<file path="config.mk">
export PLATFORM = sky130hd
export DESIGN_NAME = line_frame_sequencer
export DESIGN_NICKNAME = d
export VERILOG_FILES = /design/src/rtl/line_pkg.sv /design/src/rtl/line_bank_arbiter.sv /design/src/rtl/line_frame_sequencer.sv
export SDC_FILE = /design/constraint.sdc
export NUM_CORES = 1
export LEC_CHECK = 0
export CAP_MARGIN = 20
export CELL_PAD_IN_SITES_DETAIL_PLACEMENT = 1
export CELL_PAD_IN_SITES_GLOBAL_PLACEMENT = 2
export CORE_MARGIN = 5
export CORE_UTILIZATION = 31
export DETAILED_ROUTE_END_ITERATION = 10
export GPL_ROUTABILITY_DRIVEN = 0
export HOLD_SLACK_MARGIN = 0.02
export PLACE_DENSITY_LB_ADDON = 0.12
export RECOVER_POWER = 25
export SLEW_MARGIN = 20
export SYNTH_ARGS = -nofsm -noshare
export SYNTH_HDL_FRONTEND = slang
export SYNTH_SLANG_ARGS = --single-unit
</file>
<file path="constraint.sdc">
create_clock -name clk -period 3.7 [get_ports clk]
set_input_delay 0.555 -clock clk [delete_from_list [all_inputs] [get_ports clk]]
set_output_delay 0.555 -clock clk [all_outputs]
set_load 0.05 [all_outputs]
</file>
<file path="src/rtl/line_pkg.sv">
// Shared types and constants for the line frame sequencer and its bank arbiter.
// The checksum feature is enabled in line_frame_sequencer via FRAME_CSUM_EN.
package line_pkg;

  localparam int NPIX = 256;
  localparam int AW   = 8;
  localparam int DW   = 12;

  localparam logic [7:0] CMD_SINGLE = 8'h10;
  localparam logic [7:0] CMD_CONT   = 8'h11;
  localparam logic [7:0] CMD_STOP   = 8'h12;

  localparam logic [7:0] SYNC_HI = 8'hC5;
  localparam logic [7:0] SYNC_LO = 8'hE3;

  typedef enum logic [1:0] {
    BANK_FREE  = 2'd0,
    BANK_READY = 2'd1,
    BANK_BUSY  = 2'd2
  } bank_state_e;

  typedef enum logic [1:0] {
    MODE_OFF    = 2'd0,
    MODE_SINGLE = 2'd1,
    MODE_CONT   = 2'd2
  } mode_e;

  // S_LOAD is the cycle in which the RAM output is captured into the sample register.
  typedef enum logic [3:0] {
    S_IDLE  = 4'd0,
    S_SYNC0 = 4'd1,
    S_SYNC1 = 4'd2,
    S_FETCH = 4'd3,
    S_LOAD  = 4'd4,
    S_LO    = 4'd5,
    S_HI    = 4'd6,
    S_CSUM  = 4'd7,
    S_TAIL0 = 4'd8,
    S_TAIL1 = 4'd9
  } send_state_e;

  function automatic logic [7:0] csum_next(input logic [7:0] acc, input logic [7:0] data);
    return acc ^ data;
  endfunction

endpackage

</file>
<file path="src/rtl/line_bank_arbiter.sv">
// Ping-pong bank ownership: tracks FREE/READY/BUSY per bank, the capture target
// bank, and the count of discarded lines.
module line_bank_arbiter
  import line_pkg::*;
(
  input  logic        clk,
  input  logic        rst_n,
  input  logic        cap_done_i,
  input  logic        claim_i,
  input  logic        claim_bank_i,
  input  logic        release_i,
  input  logic        release_bank_i,
  output logic        cap_bank_sel_o,
  output logic [1:0]  bank_ready_o,
  output logic [15:0] drop_cnt_o
);

  bank_state_e bank_q [2];
  bank_state_e bank_d [2];
  logic        sel_q, sel_d;
  logic [15:0] drop_q, drop_d;
  logic        drop_inc_s;
  logic        other_s;

  assign other_s = ~sel_q;

  // Release/claim are applied first so a capture completion sees the updated owner.
  always_comb begin
    bank_d     = bank_q;
    sel_d      = sel_q;
    drop_inc_s = 1'b0;
    if (release_i) begin
      bank_d[release_bank_i] = BANK_FREE;
    end else if (claim_i) begin
      bank_d[claim_bank_i] = BANK_BUSY;
    end else begin
      bank_d = bank_q;
    end
    if (cap_done_i) begin
      if (bank_d[other_s] == BANK_BUSY) begin
        drop_inc_s = 1'b1;
      end else begin
        drop_inc_s      = (bank_d[other_s] == BANK_READY);
        bank_d[other_s] = BANK_FREE;
        bank_d[sel_q]   = BANK_READY;
        sel_d           = ~sel_q;
      end
    end else begin
      sel_d = sel_q;
    end
  end

  assign drop_d = (drop_inc_s && (drop_q != 16'hFFFF)) ? (drop_q + 16'd1) : drop_q;

  always_ff @(posedge clk or negedge rst_n) begin
    if (!rst_n) begin
      for (int i = 0; i < 2; i++) begin
        bank_q[i] <= BANK_FREE;
      end
      sel_q  <= 1'b0;
      drop_q <= 16'd0;
    end else begin
      bank_q <= bank_d;
      sel_q  <= sel_d;
      drop_q <= drop_d;
    end
  end

  assign cap_bank_sel_o = sel_q;
  assign bank_ready_o   = {bank_q[1] == BANK_READY, bank_q[0] == BANK_READY};
  assign drop_cnt_o     = drop_q;

endmodule

</file>
<file path="src/rtl/line_frame_sequencer.sv">
// Sends captured lines from the ping-pong line buffer as framed bytes to the UART.
// Define FRAME_CSUM_EN to append an XOR checksum byte of all pixel bytes before the trailer.
module line_frame_sequencer
  import line_pkg::*;
(
  input  logic          clk,
  input  logic          rst_n,
  input  logic          cmd_valid_i,
  input  logic [7:0]    cmd_data_i,
  input  logic          cap_done_i,
  output logic          cap_bank_sel_o,
  output logic          rd_en_o,
  output logic          rd_bank_o,
  output logic [AW-1:0] rd_addr_o,
  input  logic [DW-1:0] rd_data_i,
  output logic          tx_valid_o,
  output logic [7:0]    tx_data_o,
  input  logic          tx_ready_i,
  output logic          busy_o,
  output logic [15:0]   frame_cnt_o,
  output logic [15:0]   drop_cnt_o
);

  send_state_e   state_q, state_d;
  mode_e         mode_q, mode_d, mode_claim_s;
  logic          rd_bank_q;
  logic [AW-1:0] rd_addr_q;
  logic [DW-1:0] sample_q;
  logic          busy_q;
  logic [15:0]   frame_cnt_q;
`ifdef FRAME_CSUM_EN
  logic [7:0]    csum_q;
`endif

  logic [1:0]    bank_ready_s;
  logic          claim_s;
  logic          claim_bank_s;
  logic          release_s;
  logic          last_pix_s;
  logic [15:0]   sample_ext_s;

  assign claim_bank_s = ~cap_bank_sel_o;
  assign claim_s      = (state_q == S_IDLE) && (mode_q != MODE_OFF) && bank_ready_s[claim_bank_s];
  assign release_s    = (state_q == S_TAIL1) && tx_ready_i;
  assign last_pix_s   = (rd_addr_q == AW'(NPIX - 1));
  assign sample_ext_s = 16'(sample_q);

  line_bank_arbiter u_arb (
    .clk            (clk),
    .rst_n          (rst_n),
    .cap_done_i     (cap_done_i),
    .claim_i        (claim_s),
    .claim_bank_i   (claim_bank_s),
    .release_i      (release_s),
    .release_bank_i (rd_bank_q),
    .cap_bank_sel_o (cap_bank_sel_o),
    .bank_ready_o   (bank_ready_s),
    .drop_cnt_o     (drop_cnt_o)
  );

  // A host command in the claim cycle overrides the single-shot disarm.
  always_comb begin
    mode_claim_s = ((state_q == S_IDLE) && claim_s && (mode_q == MODE_SINGLE)) ? MODE_OFF : mode_q;
    mode_d       = mode_claim_s;
    if (cmd_valid_i) begin
      case (cmd_data_i)
        CMD_SINGLE: mode_d = MODE_SINGLE;
        CMD_CONT:   mode_d = MODE_CONT;
        CMD_STOP:   mode_d = MODE_OFF;
        default:    mode_d = mode_claim_s;
      endcase
    end else begin
      mode_d = mode_claim_s;
    end
  end

  always_ff @(posedge clk or negedge rst_n) begin
    if (!rst_n) begin
      state_q <= S_IDLE;
    end else begin
      state_q <= state_d;
    end
  end

  always_comb begin
    state_d = state_q;
    case (state_q)
      S_IDLE:  state_d = claim_s    ? S_SYNC0 : S_IDLE;
      S_SYNC0: state_d = tx_ready_i ? S_SYNC1 : S_SYNC0;
      S_SYNC1: state_d = tx_ready_i ? S_FETCH : S_SYNC1;
      S_FETCH: state_d = S_LOAD;
      S_LOAD:  state_d = S_LO;
      S_LO:    state_d = tx_ready_i ? S_HI : S_LO;
      S_HI: begin
        if (!tx_ready_i) begin
          state_d = S_HI;
        end else if (!last_pix_s) begin
          state_d = S_FETCH;
        end else begin
`ifdef FRAME_CSUM_EN
          state_d = S_CSUM;
`else
          state_d = S_TAIL0;
`endif
        end
      end
`ifdef FRAME_CSUM_EN
      S_CSUM:  state_d = tx_ready_i ? S_TAIL0 : S_CSUM;
`endif
      S_TAIL0: state_d = tx_ready_i ? S_TAIL1 : S_TAIL0;
      S_TAIL1: state_d = tx_ready_i ? S_IDLE : S_TAIL1;
      default: state_d = S_IDLE;
    endcase
  end

  // Byte outputs decode only state and held registers, so they stay stable under backpressure.
  always_comb begin
    tx_valid_o = 1'b0;
    tx_data_o  = 8'h00;
    rd_en_o    = 1'b0;
    case (state_q)
      S_SYNC0: begin tx_valid_o = 1'b1; tx_data_o = SYNC_HI; end
      S_SYNC1: begin tx_valid_o = 1'b1; tx_data_o = SYNC_LO; end
      S_FETCH: rd_en_o = 1'b1;
      S_LO:    begin tx_valid_o = 1'b1; tx_data_o = sample_q[7:0]; end
      S_HI:    begin tx_valid_o = 1'b1; tx_data_o = sample_ext_s[15:8]; end
`ifdef FRAME_CSUM_EN
      S_CSUM:  begin tx_valid_o = 1'b1; tx_data_o = csum_q; end
`endif
      S_TAIL0: begin tx_valid_o = 1'b1; tx_data_o = SYNC_LO; end
      S_TAIL1: begin tx_valid_o = 1'b1; tx_data_o = SYNC_HI; end
      default: begin tx_valid_o = 1'b0; tx_data_o = 8'h00; end
    endcase
  end

  always_ff @(posedge clk or negedge rst_n) begin
    if (!rst_n) begin
      mode_q      <= MODE_OFF;
      rd_bank_q   <= 1'b0;
      rd_addr_q   <= '0;
      sample_q    <= '0;
      busy_q      <= 1'b0;
      frame_cnt_q <= 16'd0;
`ifdef FRAME_CSUM_EN
      csum_q      <= 8'h00;
`endif
    end else begin
      mode_q <= mode_d;
      if (claim_s) begin
        rd_bank_q <= claim_bank_s;
        rd_addr_q <= '0;
        busy_q    <= 1'b1;
      end else if ((state_q == S_HI) && tx_ready_i && !last_pix_s) begin
        rd_addr_q <= rd_addr_q + AW'(1);
      end else if (release_s) begin
        busy_q      <= 1'b0;
        frame_cnt_q <= frame_cnt_q + 16'd1;
      end
      if (state_q == S_LOAD) begin
        sample_q <= rd_data_i;
      end
`ifdef FRAME_CSUM_EN
      if (claim_s) begin
        csum_q <= 8'h00;
      end else if (((state_q == S_LO) || (state_q == S_HI)) && tx_ready_i) begin
        csum_q <= csum_next(csum_q, tx_data_o);
      end
`endif
    end
  end

  assign rd_bank_o   = rd_bank_q;
  assign rd_addr_o   = rd_addr_q;
  assign busy_o      = busy_q;
  assign frame_cnt_o = frame_cnt_q;

endmodule

</file>
## Yosys cells after proc, flatten, opt, wreduce, memory -nomap -nowiden

Index checks and enable logic that the tools add are counted.

- Register bits: 65
- Output and inout port bits: 53

- $add $sub $neg: 3
- Magnitude comparators: 7
- Equal/unequal tests: 19
- Mux-type cells: 37
- Bitwise logic cells: 17
- Reduce and logical (&&, ||, !) cells: 22

Operator list:

| kind | number |
|---|---|
| 4-bit case mux with 9 select lines | 1 |
| 16-bit by 1-bit adder with 16-bit output, second input constant | 2 |
| 8-bit case mux with 4 select lines | 1 |
| 4-bit 2-to-1 mux | 7 |
| 8-bit by 5-bit == test with 1-bit output, second input constant | 3 |
| 2-bit 2-to-1 mux | 10 |
| 8-bit 2-to-1 mux | 2 |
| 16-bit inequality test, second input constant | 1 |
| 4-bit by 3-bit == test with 1-bit output, second input constant | 3 |
| 1-bit 2-to-1 mux | 12 |
| 1-bit logical AND | 11 |
| 8-bit by 1-bit adder with 8-bit output, second input constant | 1 |
| 4-bit bitwise AND | 2 |
| 2-bit by 1-bit == test with 1-bit output, second input constant | 4 |
| 4-bit by 2-bit == test with 1-bit output, second input constant | 2 |
| 4-bit == test, second input constant | 2 |
| 8-bit == test, second input constant | 1 |
| 4-bit inverter | 2 |
| 2-bit demux with 1-bit select | 3 |
| 2-bit >= comparator, second input constant | 3 |
| 2-bit by 1-bit less-than comparator with 1-bit output, second input constant | 3 |
| 1-bit inverter with 2-bit output | 3 |
| 2-bit case mux with 3 select lines | 1 |
| 2-bit nonzero test | 3 |
| 14 further kinds | 22 |

## Longest topological paths before layout

Gate-level depths: netlist (run 1).

- Depth in word-level cells: 17
- Depth in mapped cells: 10
- Depth with buffers taken out: 9

## Modules after synthesis

Synthesis (run 1) repeated with hierarchy kept, for this count alone.

- Cell total of the unflattened synthesis: 316
- Area total of the unflattened synthesis: 3363.2 um2

By module, submodules not included:

| module | instances | cells each | area each (um2) | seq. area each (um2) |
|---|---|---|---|---|
| line_frame_sequencer | 1 | 213 | 2250.9 | 1101.1 |
| line_bank_arbiter | 1 | 103 | 1112.3 | 525.5 |

## Least setup slack after synthesis (run 1)

OpenSTA, ideal clock, no wires.

- Kind: register -> register
- Start: register u_arb.sel_q (netlist: u_arb.cap_bank_sel_o)
- End: register u_arb.drop_q[15] (netlist: u_arb.drop_cnt_o[15])
- Setup time: 145 ps
- Arrival time: 2572 ps
- Required time: 3555 ps
- Setup slack: 983 ps
- Cell stages (with the launch flop): 9
- Path buffers: 0
- Clock period less this slack: 2717 ps
- Path through: dfrtp_1 nor3b_1 o221ai_2 a32oi_1 ha_1 and4b_1 nand3_1 nor4_1 xor2_1

- Longest elaborated chain between the ends: 17
- Elaborated cells on any way between the ends: 23
- Classes of those cells: order compare: 2; eq/ne: 2; mux: 11; bitwise: 5; reduce/logical: 3

Ends and longest elaborated chain:

| what | RTL line | source |
|---|---|---|
| start: declaration | line_bank_arbiter.sv:20 | `logic sel_q, sel_d;` |
| start signal: assignment | line_bank_arbiter.sv:64 | `sel_q <= sel_d;` |
| 1-bit inverter | line_bank_arbiter.sv:25, line_frame_sequencer.sv:42 |  |
| 1-bit inverter with 2-bit output (implied by the code) | line_bank_arbiter.sv:35, line_bank_arbiter.sv:40, line_bank_arbiter.sv:43 |  |
| 2-bit >= comparator (implied by the code) / 2-bit by 1-bit less-than comparator with 1-bit output (equally long branches) | line_bank_arbiter.sv:35 | `bank_d[claim_bank_i] = BANK_BUSY;` |
| 1-bit logical AND (implied by the code) | line_bank_arbiter.sv:35 |  |
| 2-bit 2-to-1 mux (implied by the code) | line_bank_arbiter.sv:35 |  |
| 2-bit demux with 1-bit select | line_bank_arbiter.sv:35 |  |
| 2-bit inverter (no source line) | -- |  |
| 2-bit bitwise AND (no source line) | -- |  |
| 4-bit 2-to-1 mux | line_bank_arbiter.sv:34 | `end else if (claim_i) begin` |
| 4-bit 2-to-1 mux | line_bank_arbiter.sv:32 | `if (release_i) begin` |
| 2-bit 2-to-1 mux (implied by the code) * (3 in series) | line_bank_arbiter.sv:40, line_bank_arbiter.sv:43 |  |
| 2-bit by 1-bit == test with 1-bit output / 2-bit == test (equally long branches) | line_bank_arbiter.sv:43, line_bank_arbiter.sv:40 |  |
| 1-bit 2-to-1 mux * | line_bank_arbiter.sv:40 | `if (bank_d[other_s] == BANK_BUSY) begin` |
| 1-bit 2-to-1 mux * | line_bank_arbiter.sv:39 | `if (cap_done_i) begin` |
| 1-bit logical AND * | line_bank_arbiter.sv:53 | `assign drop_d = (drop_inc_s && (drop_q != 16'hFFFF)) ? (drop_q + 16'd1) : drop_q;` |
| end signal: assignment | line_bank_arbiter.sv:65 | `drop_q <= drop_d;` |
| end: declaration | line_bank_arbiter.sv:21 | `logic [15:0] drop_q, drop_d;` |

Every way passes the cells marked *; elsewhere a longest branch is shown, timed or not. The select of a mux whose other input is x is not followed.
A chain may end at the register's enable or synchronous reset.

## Worst setup path in the final report (run 1)

- Start: register state_q[0]
- End: output port tx_data_o[0]

- Longest elaborated chain between the ends: 3
- Elaborated cells on any way between the ends: 9
- Classes of those cells: eq/ne: 6; mux: 1; reduce/logical: 2

Ends and longest elaborated chain:

| what | RTL line | source |
|---|---|---|
| start: declaration | line_frame_sequencer.sv:24 | `send_state_e state_q, state_d;` |
| start signal: assignment | line_frame_sequencer.sv:81 | `state_q <= state_d;` |
| 4-bit == test (tied with other cells) | line_frame_sequencer.sv:121 | `case (state_q)` |
| 2-bit OR reduction (no source line) | -- |  |
| 8-bit case mux with 4 select lines * | line_frame_sequencer.sv:121 |  |
| end: declaration | line_frame_sequencer.sv:17 | `output logic [7:0] tx_data_o,` |

Every way passes the cells marked *; elsewhere a longest branch is shown, timed or not.

==> impl_metrics.csv, run 1 <==
group,metric,value,unit
sta,setup_ws,527,ps
synth,ys_types,56,
critical_path,cp_num_buf_inv,2,
critical_path,worstSetupPathType,"reg -> out",
final_layout,drive_above_1_share,11.3,%
sta,rsz0062_at_grt,"no",
power_and_ir_drop,p_int,0.00172,W
sta,period_needed,3170,ps
final_layout,final_cells,557,
synth,syn-num-nets,357,
route,routed_wl,9.02,mm
route,wl_per_cell,16.2,um
critical_path,crit_slowest_cell,"clkdlybuf4s50_1",
critical_path,crit_chain,"buf_4, nor2b_1, a22oi_1, o32ai_1, clkdlybuf4s50_1",
power_and_ir_drop,pwr-share-comb,42.1,%
synth,synth_top_cell_by_area,"dfrtp_1",
final_layout,final_common_cell,"clkdlybuf4s50_1",
sta,finalSetupTns,0,ps
sta,fin_crit_sh,85.8,%
sta,fin_worst_skew,12.9,ps
floorplan,die_w,114,um
critical_path,end_kind,"output port",
synth,synth_cells,327,
clock_tree,cts_tree,"yes",
final_layout,layout_common_cells,"76 x clkdlybuf4s50_1, 65 x dfrtp_1, 30 x nand2_1",
global_route,grtUsageTotal,14.5,%
synth,synth_seq_area_share,48.2,%
clock_tree,cts_root_buffer,"clkbuf_8",
route,viasPerCell,5.05,
synth,synthFlopType,"dfrtp_1",
global_route,grt_pass1_wl,15.3,mm
clock_tree,h-tree-depth,3,
floorplan,start_util,31.4,%
floorplan,ioPinCount,78,
sta,setup_viol,0,
synth,yosys-top-cells-area,"dfrtp_1 48%, mux2_2 5.0%, xor2_1 4.2%",
synth,yosys_warnings,0,
clock_tree,cts_resized,0,
hold_path,hp-class,"reg -> reg",
final_layout,seqCellArea,1630,sq um
synth,synth_area,3370,sq um
power_and_ir_drop,power.switching,0.00118,W
place,dp.cells,542,
place,dp_hpwl,6.58,mm
global_route,antenna_found_initial,0,
final_layout,antenna_cells,0,
sta,max-slew-margin-rel,-9.13,%
sta,tightestPinTransition,1640,ps
critical_path,rr_worst_depth,9,
route,vias,2814,
status,violations,"max-capacitance violations, max-slew violations",
critical_path,slowest_delay,860,ps
global_route,overflow,0,
synth,syn_avg_cell_area,10.3,sq um
clock_tree,cts_buffer_depth,2,
synth,netlist.area_leader.share,48.2,%
critical_path,cp_max_fo,13,
power_and_ir_drop,power,0.00291,W
flow_run,maxCapViolCount,1,
sta,maxSlewViolCount,66,
synth,synthArstFlopShare,100,%
route,route.detailed.drc,0,
power_and_ir_drop,seqPwrFrac,34.9,%
final_layout,multi_input_area,1670,sq um
critical_path,critical-path-top-delay-family,"buffers and inverters",
power_and_ir_drop,peakVddDrop,0.000465,V
final_layout,area_delta_synth_final,34.4,%
clock_tree,cts_hold_buf,0,
place,numPortBuffers,77,
final_layout,post-route-util,42.2,%
final_layout,nFillCells,1238,
critical_path,crit_cells,5,
power_and_ir_drop,clkPwrFrac,23.1,%
power_and_ir_drop,sw_frac_of_total,40.7,%
synth,synth-edff-count,0,
hold_path,whs_path_depth,1,
sta,hold_viol,0,
sta,fmax,315,MHz
place,dp_worst_setup_slack,301,ps
route,first_iter_violations,102,
floorplan,die_area,13100,sq um
floorplan,core-area,10700,sq um
status,status,"finished, violations left",
global_route,first_global_vias,2972,
clock_tree,clock_latency,340,ps
clock_tree,cts_sinks,65,
critical_path,critical_path_required,3140,ps
critical_path,cp-start-kind,"register",
route,first_pass_iters,4,
global_route,grt_max_degree,66,
floorplan,rows,38,
clock_tree,clk_pin_slew,70,ps
floorplan,die_y,114,um
power_and_ir_drop,power_density,641,nW/um^2
synth,synth-seq-cells,65,
route,final_antenna_net_count,0,
clock_tree,cts_made_buffers,9,
critical_path,worstPathArrival,2620,ps
final_layout,layout.nets,443,
power_and_ir_drop,power.leakage,1.97,nW
clock_tree,cts_setup_buffers,0,
cells in the mapped netlist, types with 2 or more instances:
library cell  count
inv_1             7
mux2_2           15
nand2b_1          9
o31ai_1           4
nor3_4            2
and4_1            5
nor2_1           22
xor2_1           16
o211ai_1          5
nor4_1            3
nor3_1            9
a22oi_1           3
xnor2_1          12
o21ai_0          17
a21oi_1          11
dfrtp_1          65
and4b_1           2
buf_2             2
o311ai_0          2
a31oi_1           6
nand3_1          17
ha_1              5
and3b_1           2
nor3b_1           4
nor2b_1           5
and3_1            7
nor4b_1           2
nand2_1          30
nand4_1           6
clkbuf_1          6
area by class of cell:
| cell class | count | share of cell area (%) |
|---|---|---|
| Timing Repair Buffer | 86 | 18.3 |
| Clock inverter | 3 | 1.43 |
| Clock buffer | 12 | 3.20 |
| Inverter | 7 | 0.579 |
| Tap cell | 140 | 3.86 |
| Multi-Input combinational cell | 244 | 36.7 |
| Sequential cell | 65 | 35.9 |
through the flow:
step / hold WS (ps) / instance area, sq um
2_1_floorplan: 259 / 3370
3_3_place_gp: 459 / 4330
3_5_place_dp: 460 / 4330
4_1_cts: 426 / 4540
5_1_grt: 508 / 4530
6_report: 469 / 4530
worst paths after layout:
check | from | to | slack [ps]
min in group asynchronous | rst_n | frame_cnt_o[15]$_DFFE_PN0P_ | 720
worst min register to register | frame_cnt_o[15]$_DFFE_PN0P_ | frame_cnt_o[15]$_DFFE_PN0P_ | 470
worst min-delay path | frame_cnt_o[15]$_DFFE_PN0P_ | frame_cnt_o[15]$_DFFE_PN0P_ | 470
worst max register to register | state_q[3]$_DFF_PN0_ | u_arb.drop_cnt_o[15]$_DFFE_PN0P_ | 550
max in group asynchronous | rst_n | u_arb.drop_cnt_o[12]$_DFFE_PN0P_ | 1990
worst max-delay path | state_q[0]$_DFF_PN0_ | tx_data_o[0] | 530
layer usage:
layer	GRT usage (%)	share of wire, %	up-vias
met5	0	0	-
met4	5.46	1.0	0
li1	-	-	1363
met2	22.6	47	49
met3	2.59	3.8	6
met1	20.2	48	1396
cell families (layout without fill, tap and decap cells):
| logic type | after synthesis | after routing | share of synthesized area [%] |
|---|---|---|---|
| flip-flops | 65 | 65 | 48.2 |
| AND/OR/NAND/NOR | 134 | 134 | 22.8 |
| XOR/XNOR | 28 | 28 | 7.27 |
| adder cells (fa/ha/maj) | 5 | 5 | 1.85 |
| AO/OA/AOI/OAI | 61 | 61 | 12.1 |
| buffers and inverters | 18 | 108 | 2.41 |
| multiplexers | 16 | 16 | 5.30 |
power groups by stage:
stage               sequential (W)  combinational [W]  clock (W)
detailed placement         0.00103            0.00124          0
global route               0.00104            0.00131   0.000720
global placement           0.00103            0.00122          0
CTS                        0.00102            0.00124   0.000688
floorplan                  0.00114           0.000694          0
finish                     0.00101            0.00122   0.000671
flip-flops by register name, indices dropped and copies added, names as in the netlist:
| name | cells |
|---|---|
| rd_addr_o | 8 |
| frame_cnt_o | 16 |
| state_q | 4 |
| rd_bank_o | 1 |
| mode_q | 2 |
| u_arb.cap_bank_sel_o | 1 |
| sample_q | 12 |
| u_arb.drop_cnt_o | 16 |
| u_arb.bank_q | 4 |
| busy_o | 1 |
No activity file was read; power rests on OpenSTA's default activity.
==> run 2: changes to the inputs <==
--- a/config.mk
+++ b/config.mk
@@ -13,9 +13,11 @@
 export DETAILED_ROUTE_END_ITERATION = 10
 export GPL_ROUTABILITY_DRIVEN = 0
 export HOLD_SLACK_MARGIN = 0.02
+export MAX_ROUTING_LAYER = met4
 export PLACE_DENSITY_LB_ADDON = 0.12
 export RECOVER_POWER = 25
 export SLEW_MARGIN = 20
 export SYNTH_ARGS = -nofsm -noshare
 export SYNTH_HDL_FRONTEND = slang
+export SYNTH_HIERARCHICAL = 1
 export SYNTH_SLANG_ARGS = --single-unit
==> run 2 against run 1 <==
Net effect:
- the flow now finishes without violations
- via count decreased by 2.6%
- routed wire length decreased by 2.0%
- first-iteration DRC count decreased by 9.8%
- global-route usage decreased by 0.075 points
- sequential power about the same
- flip-flop and latch count unchanged
- synthesized cell count decreased by 3.4%
- maximum frequency decreased by 7.8%
- non-clock buffer count increased by 2
- sequential share of layout area about the same
- synthesized area decreased by 0.30%
- power increased by 7.9%
- critical path type is now reg -> reg
- largest cell class unchanged
- highest routed layer unchanged
==> impl_metrics.csv, run 2 <==
group,metric,value,unit
clock_tree,cts_tree,"yes",
floorplan,ioPinCount,78,
global_route,overflow,0,
synth,synth_area,3360,sq um
sta,hold_ws,465,ps
clock_tree,cts_sinks,65,
critical_path,cp-start-kind,"register",
floorplan,start_util,31.3,%
clock_tree,clock_latency,340,ps
synth,synth-edff-count,0,
final_layout,final_common_cell,"clkdlybuf4s50_1",
global_route,grt_max_degree,43,
synth,ys_types,61,
sta,period_needed,3440,ps
power_and_ir_drop,power.switching,0.00132,W
route,wl_per_cell,16.1,um
synth,synth_top_cell_by_area,"dfrtp_1",
critical_path,worstSetupPathType,"reg -> reg",
sta,hold_viol,0,
place,numPortBuffers,77,
sta,rsz0062_at_grt,"no",
sta,setup_viol,0,
synth,synthXorXnorAreaFrac,7.81,%
final_layout,antenna_cells,0,
synth,synth_compound_area_share,8.89,%
final_layout,layout.nets,435,
route,viasPerCell,4.99,
synth,synth-seq-cells,65,
final_layout,nFillCells,1234,
synth,yosys_warnings,6,
critical_path,cp-endpoint,"u_arb/drop_cnt_o[13]$_DFFE_PN0P_",
power_and_ir_drop,peakVddDrop,0.000297,V
critical_path,cp_max_fo,10,
global_route,grt_pass1_wl,14.8,mm
clock_tree,h-tree-depth,3,
sta,fmax,291,MHz
synth,synthFlopType,"dfrtp_1",
status,status,"finished clean",
synth,synthArstFlopShare,100,%
synth,synthAdderAreaFrac,1.86,%
clock_tree,cts_setup_buffers,0,
route,vias,2741,
final_layout,drive_above_1_share,13.0,%
critical_path,worst_r2r_endpoint,"u_arb/drop_cnt_o[13]$_DFFE_PN0P_",
final_layout,multi_input_area,1640,sq um
final_layout,area_delta_synth_final,34.6,%
place,dp_hpwl,6.38,mm
critical_path,cp_num_buf_inv,1,
critical_path,crit_chain,"nor4_2, nand3_1, clkinv_1, nor3b_1, a21oi_1, mux2i_1, ha_1, nand4b_1, or4_4, a211oi_2, xor2_1",
critical_path,rr_worst_depth,11,
synth,synth_cells,316,
power_and_ir_drop,pwr-share-comb,46.1,%
synth,syn_avg_cell_area,10.6,sq um
clock_tree,cts_resized,0,
synth,synth.most_common_cell,"dfrtp_1",
synth,syn-num-nets,346,
global_route,first_global_vias,2870,
synth,synth_top_family_by_area,"simple AND/OR/NAND/NOR gates",
critical_path,crit_slowest_cell,"or4_4",
route,route.detailed.drc,0,
clock_tree,cts_buffer_depth,2,
synth,yosys-top-cells-area,"dfrtp_1 48%, mux2_2 6.0%, xor2_1 4.2%",
critical_path,end_kind,"register",
route,first_iter_violations,92,
clock_tree,clk_pin_slew,80,ps
power_and_ir_drop,seqPwrFrac,32.6,%
power_and_ir_drop,clkPwrFrac,21.3,%
floorplan,die_area,13000,sq um
floorplan,rows,38,
sta,setup_ws,258,ps
synth,synth_commonest_cells,"65 x dfrtp_1, 23 x nand2_1, 18 x mux2_2, 18 x nor2_1, 16 x xor2_1",
sta,max-slew-margin-rel,4.16,%
power_and_ir_drop,sw_frac_of_total,41.9,%
hold_path,hp-class,"reg -> reg",
route,first_pass_iters,4,
critical_path,r2r_slack,260,ps
power_and_ir_drop,power_density,693,nW/um^2
synth,netlist.area_leader.share,48.4,%
final_layout,layout_common_cells,"76 x clkdlybuf4s50_1, 65 x dfrtp_1, 23 x nand2_1",
sta,maxSlewViolCount,0,
place,dp_worst_setup_slack,-0.577,ps
critical_path,crit_start,"state_q[0]$_DFF_PN0_",
sta,fin_worst_skew,13.3,ps
route,routed_wl,8.83,mm
route,final_antenna_net_count,0,
power_and_ir_drop,power.leakage,1.94,nW
power_and_ir_drop,p_int,0.00182,W
flow_run,maxCapViolCount,0,
critical_path,worstPathArrival,3710,ps
global_route,antenna_found_initial,0,
final_layout,post-route-util,42.1,%
clock_tree,cts_made_buffers,9,
global_route,grtUsageTotal,14.5,%
clock_tree,cts_root_buffer,"clkbuf_8",
clock_tree,cts_hold_buf,0,
critical_path,critical-path-top-delay-family,"simple AND/OR/NAND/NOR gates",
floorplan,core-area,10700,sq um
synth,synth_mux_area_share,7.22,%
floorplan,die_y,114,um
sta,fin_crit_sh,93.0,%
synth,synth_seq_area_share,48.4,%
synth,synth-simple-area-share,23.0,%
critical_path,crit_cells,11,
final_layout,seqCellArea,1630,sq um
critical_path,slowest_delay,580,ps
floorplan,die_w,114,um
critical_path,critical_path_required,3970,ps
sta,tightestPinTransition,1440,ps
critical_path,timing.rr.start,"state_q[0]$_DFF_PN0_",
## run 2: changes by cell type after synthesis, moves of 4 or more
cell	previous run	this run
nand2_1	30	23
o21ai_0	17	12
a31oi_1	6	2
nand2b_1	9	5
nor2_1	22	18
## run 2: worst min-delay path by stage
| stage | slack, ps | depth (start not counted) | to | startpoint |
|---|---|---|---|---|
| after floorplan | 260 | 0 | busy_o$_DFFE_PN0P_ | rst_n |
| after global placement | 460 | 1 | frame_cnt_o[15]$_DFFE_PN0P_ | frame_cnt_o[15]$_DFFE_PN0P_ |
| after detailed placement | 460 | 1 | frame_cnt_o[15]$_DFFE_PN0P_ | frame_cnt_o[15]$_DFFE_PN0P_ |
| after CTS | 220 | 1 | sample_q[4]$_DFFE_PN0P_ | rst_n |
| after global routing | 510 | 1 | frame_cnt_o[15]$_DFFE_PN0P_ | frame_cnt_o[15]$_DFFE_PN0P_ |
| final | 460 | 1 | frame_cnt_o[15]$_DFFE_PN0P_ | frame_cnt_o[15]$_DFFE_PN0P_ |
## run 2: stage by stage
stage	power (W)	cells	cell area (sq um)	setup TNS (ps)
final	0.00314	549	4530	0
after global routing	0.00332	549	4530	0
after CTS	0.00318	549	4540	0
after detailed placement	0.00249	534	4330	-0.577
after global placement	0.00247	534	4330	0
after floorplan	0.00200	316	3360	0
## run 2: power groups by stage
stage,combinational (W),sequential (W),clock [W]
2_1_floorplan,0.000797,0.00120,0
3_3_place_gp,0.00144,0.00103,0
3_5_place_dp,0.00146,0.00103,0
4_1_cts,0.00146,0.00102,0.000693
5_1_grt,0.00155,0.00105,0.000720
6_report,0.00145,0.00102,0.000668
## run 2: per-layer routing
metal / vias to the layer above / wire, um / GRT usage, %
met5: - / 0 / -
met4: 0 / 151 / 5.94
met3: 13 / 412 / 2.91
met2: 65 / 3760 / 20.3
met1: 1348 / 4510 / 20.4
li1: 1315 / - / -
## run 2: area by class of cell
| cell class | instances | area share [%] |
|---|---|---|
| clock buffer | 12 | 3.21 |
| clock inverter | 3 | 1.44 |
| multi-input combinational | 232 | 36.3 |
| sequential | 65 | 35.9 |
| tap | 140 | 3.87 |
| timing repair buffer | 88 | 18.6 |
| inverter | 9 | 0.746 |
## run 2: logic make-up after synthesis
family | count (synthesis)
xor+xnor | 30
fa+ha+maj | 5
simple gates | 129
buf+inv | 19
mux | 22
compound gates | 46
flops | 65
